===== src/rtl/cpu_types_pkg.sv =====
// Shared CPU pipeline types: stage-register state encoding, per-stage payload
// structs and their packed widths so stage instantiations can size DATA_W.
package cpu_types_pkg;

  typedef enum logic [1:0] {
    PS_EMPTY = 2'd0,
    PS_FULL  = 2'd1,
    PS_SKID  = 2'd2
  } pstage_state_t;

  typedef struct packed {
    logic [31:0] pc;
    logic [31:0] instr;
  } ifid_t;

  typedef struct packed {
    logic [31:0] pc;
    logic [31:0] rs1_val;
    logic [31:0] rs2_val;
    logic [31:0] imm;
    logic [4:0]  rd;
    logic [3:0]  alu_op;
    logic        mem_rd;
    logic        mem_wr;
    logic        reg_wr;
  } idex_t;

  typedef struct packed {
    logic [31:0] alu_res;
    logic [31:0] store_val;
    logic [4:0]  rd;
    logic        mem_rd;
    logic        mem_wr;
    logic        reg_wr;
  } exmem_t;

  typedef struct packed {
    logic [31:0] wb_val;
    logic [4:0]  rd;
    logic        reg_wr;
  } memwb_t;

  localparam int IFID_W  = $bits(ifid_t);
  localparam int IDEX_W  = $bits(idex_t);
  localparam int EXMEM_W = $bits(exmem_t);
  localparam int MEMWB_W = $bits(memwb_t);

  localparam int PSTAGE_DATA_W = 128;
  localparam int PSTAGE_CNT_W  = 16;

  // A stage is stalled when it presents a payload that downstream refuses.
  function automatic logic stage_stalled(input logic valid, input logic ready);
    return valid && !ready;
  endfunction

endpackage


===== src/rtl/pipe_stage_reg_sat_counter.sv =====
// Saturating up-counter with synchronous clear; clear wins over increment.
module sat_counter
  import cpu_types_pkg::*;
#(
  parameter int W = PSTAGE_CNT_W
) (
  input  logic         CLK,
  input  logic         nRST,
  input  logic         inc,
  input  logic         clr,
  output logic [W-1:0] count
);

  localparam logic [W-1:0] ONE = W'(1);

  logic [W-1:0] count_reg;
  logic [W-1:0] count_next;

  always_comb begin
    count_next = count_reg;
    if (clr) begin
      count_next = '0;
    end else if (inc && (count_reg != {W{1'b1}})) begin
      count_next = count_reg + ONE;
    end
  end

  always_ff @(posedge CLK or negedge nRST) begin
    if (!nRST) begin
      count_reg <= '0;
    end else begin
      count_reg <= count_next;
    end
  end

  assign count = count_reg;

endmodule


===== src/rtl/pipe_stage_reg.sv =====
// Handshaked pipeline stage register with optional skid entry, synchronous
// flush (bubble insertion) and a saturating stall counter.
module pipe_stage_reg
  import cpu_types_pkg::*;
#(
  parameter int               DATA_W    = PSTAGE_DATA_W,
  parameter bit               SKID      = 1'b1,
  parameter logic [DATA_W-1:0] RESET_VAL = '0,
  parameter int               CNT_W     = PSTAGE_CNT_W
) (
  input  logic              CLK,
  input  logic              nRST,
  input  logic              in_valid,
  output logic              in_ready,
  input  logic [DATA_W-1:0] in_data,
  output logic              out_valid,
  input  logic              out_ready,
  output logic [DATA_W-1:0] out_data,
  input  logic              flush,
  input  logic              clr_cnt,
  output logic [CNT_W-1:0]  stall_cnt
);

  pstage_state_t     state_reg, state_next;
  logic [DATA_W-1:0] main_reg, main_next;
  logic [DATA_W-1:0] skid_reg, skid_next;
  logic              in_hs;
  logic              out_hs;

  assign out_valid = (state_reg != PS_EMPTY);
  assign out_data  = main_reg;
  assign in_hs     = in_valid && in_ready;
  assign out_hs    = out_valid && out_ready;

  always_comb begin
    state_next = state_reg;
    main_next  = main_reg;
    skid_next  = skid_reg;
    if (flush) begin
      // The downstream handshake still completes; everything held or offered is dropped.
      state_next = PS_EMPTY;
      main_next  = RESET_VAL;
      skid_next  = RESET_VAL;
    end else begin
      case (state_reg)
        PS_EMPTY: begin
          if (in_hs) begin
            main_next  = in_data;
            state_next = PS_FULL;
          end
        end
        PS_FULL: begin
          if (in_hs && out_hs) begin
            main_next = in_data;
          end else if (out_hs) begin
            main_next  = RESET_VAL;
            state_next = PS_EMPTY;
          end else if (in_hs && SKID) begin
            skid_next  = in_data;
            state_next = PS_SKID;
          end
        end
        PS_SKID: begin
          if (out_hs) begin
            main_next  = skid_reg;
            skid_next  = RESET_VAL;
            state_next = PS_FULL;
          end
        end
        default: begin
          state_next = PS_EMPTY;
          main_next  = RESET_VAL;
          skid_next  = RESET_VAL;
        end
      endcase
    end
  end

  always_ff @(posedge CLK or negedge nRST) begin
    if (!nRST) begin
      state_reg <= PS_EMPTY;
      main_reg  <= RESET_VAL;
      skid_reg  <= RESET_VAL;
    end else begin
      state_reg <= state_next;
      main_reg  <= main_next;
      skid_reg  <= skid_next;
    end
  end

  generate
    if (SKID) begin : g_skid_ready
      // Registered ready: only the skid state refuses input, so it can be precomputed.
      logic in_ready_reg;
      always_ff @(posedge CLK or negedge nRST) begin
        if (!nRST) begin
          in_ready_reg <= 1'b1;
        end else begin
          in_ready_reg <= (state_next != PS_SKID);
        end
      end
      assign in_ready = in_ready_reg;
    end else begin : g_comb_ready
      assign in_ready = !out_valid || out_ready;
    end
  endgenerate

  sat_counter #(
    .W(CNT_W)
  ) u_stall_cnt (
    .CLK   (CLK),
    .nRST  (nRST),
    .inc   (stage_stalled(out_valid, out_ready)),
    .clr   (clr_cnt),
    .count (stall_cnt)
  );

endmodule


===== config.mk =====
export PLATFORM = sky130hd
export DESIGN_NAME = pipe_stage_reg
export DESIGN_NICKNAME = d
export VERILOG_FILES = /design/src/rtl/cpu_types_pkg.sv /design/src/rtl/pipe_stage_reg_sat_counter.sv /design/src/rtl/pipe_stage_reg.sv
export SDC_FILE = /design/constraint.sdc
export NUM_CORES = 1
export LEC_CHECK = 0
export ABC_AREA = 1
export BUFFER_PORTS_ARGS = -buffer_cell sky130_fd_sc_hd__buf_2
export CORE_MARGIN = 2
export CORE_UTILIZATION = 30
export CTS_BUF_LIST = sky130_fd_sc_hd__clkbuf_8 sky130_fd_sc_hd__clkbuf_16
export CTS_CLUSTER_DIAMETER = 60
export DETAILED_ROUTE_END_ITERATION = 10
export GPL_ROUTABILITY_DRIVEN = 1
export PLACE_DENSITY = 0.6
export SLEW_MARGIN = 20
export SYNTH_ARGS = -nofsm -noshare
export SYNTH_HDL_FRONTEND = slang
export SYNTH_SLANG_ARGS = --single-unit

===== constraint.sdc =====
create_clock -name CLK -period 1.7 [get_ports CLK]
set_clock_uncertainty 0.1 [all_clocks]
set_input_delay 0.085 -clock CLK [delete_from_list [all_inputs] [get_ports CLK]]
set_output_delay 0.085 -clock CLK [all_outputs]
set_load 0.01 [all_outputs]

* Yosys cells after proc, flatten, opt, wreduce, memory -nomap -nowiden
Cells that the tools add are included.
Cells by class: bitwise operators 0, shift operators 0, equality and inequality tests 11, $mul 0, $add $sub $neg 1, reduce and logical (&&, ||, !) cells 11, multiplexer cells 19, $lt $le $gt $ge 0, divide/modulo/power cells 0
Operators with widths (count):
- $mux W128 | 8
- $pmux W128 S3 | 2
- $mux W16 | 2
- $add A16 B1 Y16 const B | 1
- $ne A16 B16 Y1 const B | 1
- $ne A3 B3 Y1 const B | 5
- $mux W2 | 6
- $pmux W2 S3 | 1
- $logic_and A1 B1 Y1 | 5
- $reduce_and A5 Y1 | 1
- $ne A2 B2 Y1 const B | 2
- $ne A4 B4 Y1 const B | 1
- $reduce_bool A2 Y1 | 2
- $reduce_and A3 Y1 | 1
- $eq A2 B1 Y1 const B | 1
- $eq A2 B2 Y1 const B | 1
- $logic_not A2 Y1 | 1
- $logic_not A1 Y1 | 1
Storage, ports and cells: ROM bits 0, output and inout bits 146, bits of input ports 134, memory bits (writable) 0, bits in registers 275, logic and storage cells 47, bits in latches 0, memories 0

* Logic depth before layout (Yosys ltp)
Gate-level depths: netlist of run 1.
word-level depth 7, mapped depth 11, depth with buffers taken out 9

* Modules after synthesis
From an unflattened synthesis of run 1, not the netlist that was laid out.
Unflattened totals: cell total of the unflattened synthesis 2014, area, all modules 14251.2 um^2
Modules (own cells, without submodules):
- pipe_stage_reg | instances 1, sequential area each 6482.5 um^2, cells each 1870, area an instance 13213.9 um^2
- sat_counter | instances 1, sequential area each 400.4 um^2, cells each 144, area an instance 1037.2 um^2

* Worst setup path before layout of run 1
OpenSTA, ideal clock, no wires.
path kind register to register, start point register u_stall_cnt.count_reg[0], in the netlist u_stall_cnt.count[0], end point register u_stall_cnt.count_reg[12], in the netlist u_stall_cnt.count[12], data required time 1482 ps, slack -122 ps, buffers on the path 1, clock period less this slack 1822 ps, stages on the path, launching flop included 11, library setup time 118 ps, arrival time 1604 ps, path through dfrtp_1 > ha_1 > nand3_1 > inv_1 > nand2_1 > nor2_1 > nor2_2 > nor2_4 > buf_4 > nand2_1 > nand2_1
On the way: longest elaborated chain between the ends 3, elaborated cells between the ends (all ways) 6, classes of those cells add/sub: 1; eq/ne: 1; mux: 2; reduce/logical: 2
Ends and longest elaborated chain:
- from (decl) | line pipe_stage_reg_sat_counter.sv:16 | logic [W-1:0] count_reg;
- from (signal assigned) | line pipe_stage_reg_sat_counter.sv:32 | count_reg <= count_next;
- $add A16 B1 Y16 / $ne A16 B16 Y1 (equally long branches) | line pipe_stage_reg_sat_counter.sv:24, pipe_stage_reg_sat_counter.sv:23
- $mux W16 / $logic_and A1 B1 Y1 (equally long branches) | line pipe_stage_reg_sat_counter.sv:23 | end else if (inc && (count_reg != {W{1'b1}})) begin
- $mux W16 / $reduce_bool A2 Y1 (equally long branches)
Several ways; a longest one is shown, not always the timed one. The select of a mux whose other input is x is not followed. A chain may end at the register's enable or synchronous reset.

* Worst setup path after layout of run 1
start point register g_skid_ready.in_ready_reg, in the netlist in_ready, end point register main_reg[78], in the netlist out_data[78]
On the way: longest elaborated chain between the ends 5, elaborated cells between the ends (all ways) 8, classes of those cells eq/ne: 2; mux: 3; reduce/logical: 3
Ends and longest elaborated chain:
- from (decl) | line pipe_stage_reg.sv:94 | logic in_ready_reg;
- from (signal assigned) | line pipe_stage_reg.sv:99 | in_ready_reg <= (state_next != PS_SKID);
- $logic_and A1 B1 Y1 * | line pipe_stage_reg.sv:32 | assign in_hs = in_valid && in_ready;
- $logic_and A1 B1 Y1 | line pipe_stage_reg.sv:53 | if (in_hs && out_hs) begin
- $mux W128 | line pipe_stage_reg.sv:53
- $pmux W128 S3 | line pipe_stage_reg.sv:45 | case (state_reg)
- $mux W128 | line pipe_stage_reg.sv:39 | if (flush) begin
- to (signal assigned) | line pipe_stage_reg.sv:86 | main_reg <= main_next;
- to (decl) | line pipe_stage_reg.sv:25 | logic [DATA_W-1:0] main_reg, main_next;
Mark *: on every way between the ends. The rest lies on a longest branch, timed or not.

==> results.toml, run 1 <==
[finish]
diodes = 0
syn_to_final_growth_pct = 51.7
layout.cells.non_filler = 2741
final_area_mm2 = 0.0194
drive_above_1_share = 0.247
num-nets-final = 2312

[detailed_routing]
drt_iter0_markers = 1024
drc = 0
vias = 12900
drtPass1Iterations = 5
wl_per_cell_um = 16.4
drtAntennaViolNets = 0
finalWirelength_um = 45100
routed_via_density = 4.71

[global_route]
overflow = 0
busiest_layer = "met2"
grt_pass1_wl_um = 63900
antenna_found_initial = 0
grt_pass1_vias = 12300
met3_usage = 0.0438
met1_usage = 0.235
grt.total_usage = 0.179
grt_max_degree = 52
met2_usage = 0.293

[floorplanning]
die_area_mm2 = 0.0442
dieWidth_um = 210
initial_core_util = 0.304
fp-row-count = 75
ios = 280
chipHeight_um = 210
core_area_mm2 = 0.0419

[synth]
ys_seq_elements = 275
netlist_top_cells_area = "dfrtp_1 54%, nand2_1 25%, nand3_1 5.4%, o21ai_1 4.9%, inv_1 4.4%"
avgSynthCellArea_um2 = 7.56
syn_area_mm2 = 0.0128
synth_ff_type = "dfrtp_1"
async_reset_ff_frac = 1.00
synth-edff-count = 0
ys_types = 25
synth_cells = 1690
yosys.area.top_type = "dfrtp_1"
synth-seq-area-share = 0.539
synth_warnings = 0
synth_nets = 1825
yosys.area.top_type_share = 0.537

[placement]
postPlaceCellArea_mm2 = 0.0154
globalplace.congestion = 0.826
hpwlAfterDp_um = 25200
placed_cells = 2491
place.port_buffers = 279

[timing]
setup-violations-final = 254
slew_headroom = 0.643
rsz0062_at_grt = "yes"
maxSlewViolCount = 0
timing.hold.ws_ns = 0.236
setup_ws_ns = -0.164
final.period_utilization = 1.10
max_freq_ghz = 0.536
worstMarginPinSlew_ns = 0.535
min_period_ns = 1.86
hold_viol = 0

[worst_setup_path]
reg2reg_setup_slack_ns = -0.16
r2r_start = "in_ready"
critPathLaunch = "in_ready"
cpMostUsedCell = "nand2_1"
critPathLaunchType = "flip-flop"
crit_path_top_delay_cell = "dfstp_2"
r2r_cells = 11
critPathRequiredTime_ns = 2.06
path_buf_inv = 4
endpoint_kind = "flip-flop"
cp.arrival_ns = 2.22
worstReg2RegEnd = "out_data[78]"
path_cells = "nand2_2 > inv_1 > nand2_2 > a21oi_4 > buf_12 > clkbuf_16 > clkbuf_16 > nand2_1 > nand2_1 > nand2_1 > nand2_1"
crit_cells = 11
cpPeakStageDelay_ns = 0.53
critPathMaxFanout = 7
critical_path.top_delay_family = "flip-flops"
critPathKind = "flip-flop to flip-flop"

[outcome]
violations = "setup timing"
status = "finished with violations"

[power_and_ir_drop]
power_density_mw_per_mm2 = 964
leakage_nw = 10.2
ir_worst_vdd_uv = 608

[run]
drv_cap = 0

[min_path]
min_to = "skid_reg[65]"
hold_path.class = "input pin to flip-flop"
hold_start = "in_data[65]"
holdPathStages = 4

[cts]
clock_path_buffers = 3
tritoncts = "built"
path_clk_slew_ns = 0.06
clk_latency_ns = 0.54
cts.sinks = 275
clock_tree.root_cell = "clkbuf_16"
h-tree-depth = 2
cts_made_buffers = 36
-- cell usage in the layout, fill, tap and decap left out, types with 10 or more instances in the layout --
master,netlist,routed
nand2_1,835,830
buf_2,64,278
dfrtp_1,274,271
inv_1,148,148
dlygate4sd3_1,0,134
nand3_1,139,112
o21ai_1,124,111
clkbuf_16,0,63
buf_4,10,47
buf_12,0,30
nand3_2,0,25
nor2_1,21,17
nand4_1,16,16
buf_6,0,13
o21ai_2,0,12
buf_8,0,11
buf_16,0,10
-- kinds of logic after synthesis --
| logic type | count (synthesis) | synth area share |
|---|---|---|
| simple gates | 1020 | 0.319 |
| compound gates | 139 | 0.0551 |
| flops | 275 | 0.539 |
| xor+xnor | 4 | 0.00274 |
| fa+ha+maj | 1 | 0.000980 |
| buf+inv | 251 | 0.0830 |
-- worst min-delay path, delay by kind of cell --
kind | cells | cell delay, ns
AND/OR/NAND/NOR | 1 | 0.06
buffers and inverters | 2 | 0.62
AO/OA/AOI/OAI | 1 | 0.07
-- timing repair --
action / 4_1_cts / 5_1_grt
hold endpoints to repair: 550 / 0
gates resized for setup: 15 / 91
endpoints found under the setup margin: 254 / 273
buffers inserted: 3 / 10
gates cloned: 2 / 38
pin swaps: 1 / 3
hold buffers: 134 / 0
-- metrics by stage --
step | util | worst slack (ns) | total power [mW] | TNS, ns
finish | 0.462 | -0.164 | 18.7 | -17.71
global route | 0.462 | -0.247 | 19.6 | -40.75
CTS | 0.432 | -0.0788 | 18.2 | -8.24
detailed placement | 0.368 | -0.0892 | 10.1 | -6.45
global placement | 0.368 | -0.0694 | 10.0 | -2.03
floorplan | - | 0.00176 | 8.71 | 0
-- synthesized netlist by cell type, types with 2 or more instances --
library cell,n
a21oi_1,4
buf_1,7
buf_2,64
buf_4,10
clkbuf_1,21
dfrtp_1,274
inv_1,148
nand2_1,835
nand3_1,139
nand3b_1,2
nand4_1,16
nor2_1,21
nor2_2,2
o21ai_0,8
o21ai_1,124
o21bai_1,2
or2_2,2
xor2_1,4
-- routing by layer --
layer	vias up	wire, um
met5	-	0
met2	485	21300
met1	6153	19600
met3	77	3080
met4	0	1010
li1	6205	-
-- report_power, final --
part | leakage, nW | switching [mW] | internal (mW)
clock network | 0.612 | 3.07 | 4.59
registers | 3.71 | 0.293 | 7.03
logic | 5.85 | 2.01 | 1.68
total | 10.2 | 5.37 | 13.3
-- layout make-up --
class                      instances  area (um2)
timing repair inverter             2        13.8
clock inverter                    23         219
clock buffer                      40         967
multi-input combinational       1164        5110
inverter                         149         572
tap                              539         674
sequential                       275        6890
fill                            3987       22600
timing repair buffer             549        4920
-- worst max path at each step --
stage,endpoint,slack (ns)
2_1_floorplan,u_stall_cnt.count[12],0.002
3_3_place_gp,skid_reg[25],-0.07
3_5_place_dp,skid_reg[25],-0.09
4_1_cts,skid_reg[86],-0.08
5_1_grt,out_data[78],-0.25
6_report,out_data[78],-0.16
No activity file was read; power rests on OpenSTA's default activity.
==> run 2, diff against run 1 <==
ABC_AREA = not set   (was 1)
==> run 2 against run 1 <==
Compared with the run above:
- synthesized cell count shrank 34%
- global-route usage shrank 1.2 points
- routed wire length shrank 16%
- largest power group is now sequential cells
- via count shrank 19%
- fmax grew 5.6%
- non-clock buffer count shrank 27
- the run still ends with setup timing left
- cell area shrank 7.5%
==> results.toml, run 2 <==
[outcome]
status = "finished with violations"
violations = "setup timing"

[cts]
clock_tree.root_cell = "clkbuf_16"
cts.sinks = 275
cts_made_buffers = 31
path_clk_slew_ns = 0.06
h-tree-depth = 1
clock_path_buffers = 3
tritoncts = "built"
clk_latency_ns = 0.56

[timing]
max_freq_ghz = 0.566
timing.hold.ws_ns = 0.0323
setup_ws_ns = -0.0660
min_period_ns = 1.77
rsz0062_at_grt = "yes"
final.period_utilization = 1.04
worstMarginPinSlew_ns = 0.403
hold_viol = 0
finalSetupTns_ns = -2.01
setup-violations-final = 68
slew_headroom = 0.731
maxSlewViolCount = 0

[floorplanning]
fp-row-count = 74
core_area_mm2 = 0.0407
dieWidth_um = 207
initial_core_util = 0.303
chipHeight_um = 207
die_area_mm2 = 0.0428
ios = 280

[finish]
fin_util = 0.440
fillers = 3780
mostFrequentLayoutCell = "buf_2"
syn_to_final_growth_pct = 45.2
most-common-layout-cells = "277 x buf_2, 272 x dfrtp_1, 147 x inv_1, 134 x dlygate4sd3_1, 133 x nand2_1"
drive_above_1_share = 0.293
num-nets-final = 1714

[global_route]
grt_pass1_wl_um = 57200
overflow = 0
grt.total_usage = 0.167
grt_max_degree = 71
antenna_found_initial = 1
grt_pass1_vias = 10600

[synth]
synthSimpleGateAreaFrac = 0.0667
netlist_top_cells_area = "dfrtp_1 56%, mux2i_1 11%, o2bb2ai_1 9.1%, a22oi_1 7.7%, inv_1 4.1%"
synth_cells = 1113
syn_area_mm2 = 0.0123
yosys-mux-area-fraction = 0.110
synth-seq-area-share = 0.558
synth-edff-count = 0
synth_nets = 1248
yosys.area.top_type = "dfrtp_1"
async_reset_ff_frac = 1.00
ys_types = 44
ys_seq_elements = 275
synthAdderAreaFrac = 0.00101
synth_most_common_cell = "dfrtp_1"
yosys.area.top_type_share = 0.556
avgSynthCellArea_um2 = 11.1
synth_xor_area_frac = 0
synth_warnings = 0
synthTopCellsByCount = "274 x dfrtp_1, 136 x inv_1, 134 x nand2_1, 130 x mux2i_1, 128 x o2bb2ai_1"
synth_top_family_by_area = "compound AO/OA/AOI/OAI gates"
synth_ff_type = "dfrtp_1"
synth_compound_area_frac = 0.189

[placement]
globalplace.congestion = 0.771
hpwlAfterDp_um = 23000
place.port_buffers = 279
pre_cts_ws_ns = -0.167

[detailed_routing]
wl_per_cell_um = 17.7
routed_via_density = 4.89
drtAntennaViolNets = 0
drtPass1Iterations = 5
drt_iter0_markers = 661
drc = 0
vias = 10400
finalWirelength_um = 37900

[min_path]
hold_path.class = "input pin to flip-flop"

[power_and_ir_drop]
power_mw = 16.6
clkPwrFrac = 0.404
p_comb_frac = 0.164
internal_power_mw = 12.2
netSwitchingFraction = 0.267
p_seq_frac = 0.432
leakage_nw = 8.65
ir_worst_vdd_uv = 562
p_sw_mw = 4.45
power_density_mw_per_mm2 = 928

[run]
drv_cap = 0

[worst_setup_path]
critPathLaunchType = "flip-flop"
critPathKind = "flip-flop to flip-flop"
critPathMaxFanout = 70
cp.arrival_ns = 2.15
endpoint_kind = "flip-flop"
reg2reg_setup_slack_ns = -0.07
critPathRequiredTime_ns = 2.09
## run 2: cell types whose count changed in the layout (fill, tap and decap cells not counted), sizes merged, moves of 6 or more
cell	before	now
a21oi	4	16
a22oi	0	127
clkbuf	66	40
inv	160	148
mux2i	0	130
nand2	835	134
nand3	139	8
nand4	16	5
nor2	24	8
nor2b	0	6
o21ai	132	5
o2bb2ai	0	128
## run 2: per-stage QoR
stage / area [um2] / instances
3_5_place_dp: 15000 / 1924
3_3_place_gp: 15000 / 1924
5_1_grt: 17900 / 2137
6_report: 17900 / 2137
2_1_floorplan: 12400 / 1113
4_1_cts: 17600 / 2123
## run 2: logic make-up (layout without fill, tap and decap cells)
group | count (synthesis) | in the layout
AOI/OAI and AO/OA | 293 | 293
adders and majority gates | 1 | 1
buffers and inverters | 225 | 715
DFF | 275 | 275
muxes | 135 | 135
other | 0 | 2
and+or+nand+nor | 184 | 184
## run 2: final timing paths
kind                                        end    startpoint  cells after the start
max reg2reg                        out_data[21]      in_ready                      5
min reg2reg                        out_data[73]  out_data[73]                      1
min                        u_stall_cnt.count[1]     out_ready                      4
max in group asynchronous          out_data[91]          nRST                      4
min in group asynchronous          skid_reg[76]          nRST                      3
max                                out_data[21]      in_ready                      5
## run 2: worst max-delay path, stage by stage (launching register included)
cell	delay, ns
dfstp_2	0.55
nand3b_1	0.18
a21oi_2	0.25
o21bai_4	0.12
buf_12	0.20
o2bb2ai_1	0.21
## run 2: final cells by class
type | count | area (um2) | area share
flip-flops and latches | 275 | 6890 | 0.384
multi-input cells | 613 | 4700 | 0.262
repair buffers | 522 | 4130 | 0.231
clock buffers | 36 | 845 | 0.0471
well taps | 532 | 666 | 0.0372
inverters | 136 | 510 | 0.0285
clock inverters | 21 | 174 | 0.00971
diodes | 2 | 5.00 | 0.000279
## run 2: repair_timing
action                                  4_1_cts  5_1_grt
hold buffers                                134        0
endpoints found under the hold margin       549        0
gates resized for setup                      22       33
endpoints found under the setup margin      241      261
cloned                                        4        5
setup buffers                                 5        8
pin swaps                                    18        7
## run 2: metal layers
layer,GRT usage,share of wire
met5,0,0
met4,0.0433,0.018
met1,0.232,0.46
met2,0.271,0.47
met3,0.0284,0.059
## run 2: power by group through the flow
stage	clock network, mW	logic (mW)	registers (mW)
finish	6.71	2.73	7.19
global route	7.17	2.97	7.23
CTS	6.84	2.68	7.19
detailed placement	0	2.29	7.29
global placement	0	2.25	7.29
floorplan	0	1.05	7.36
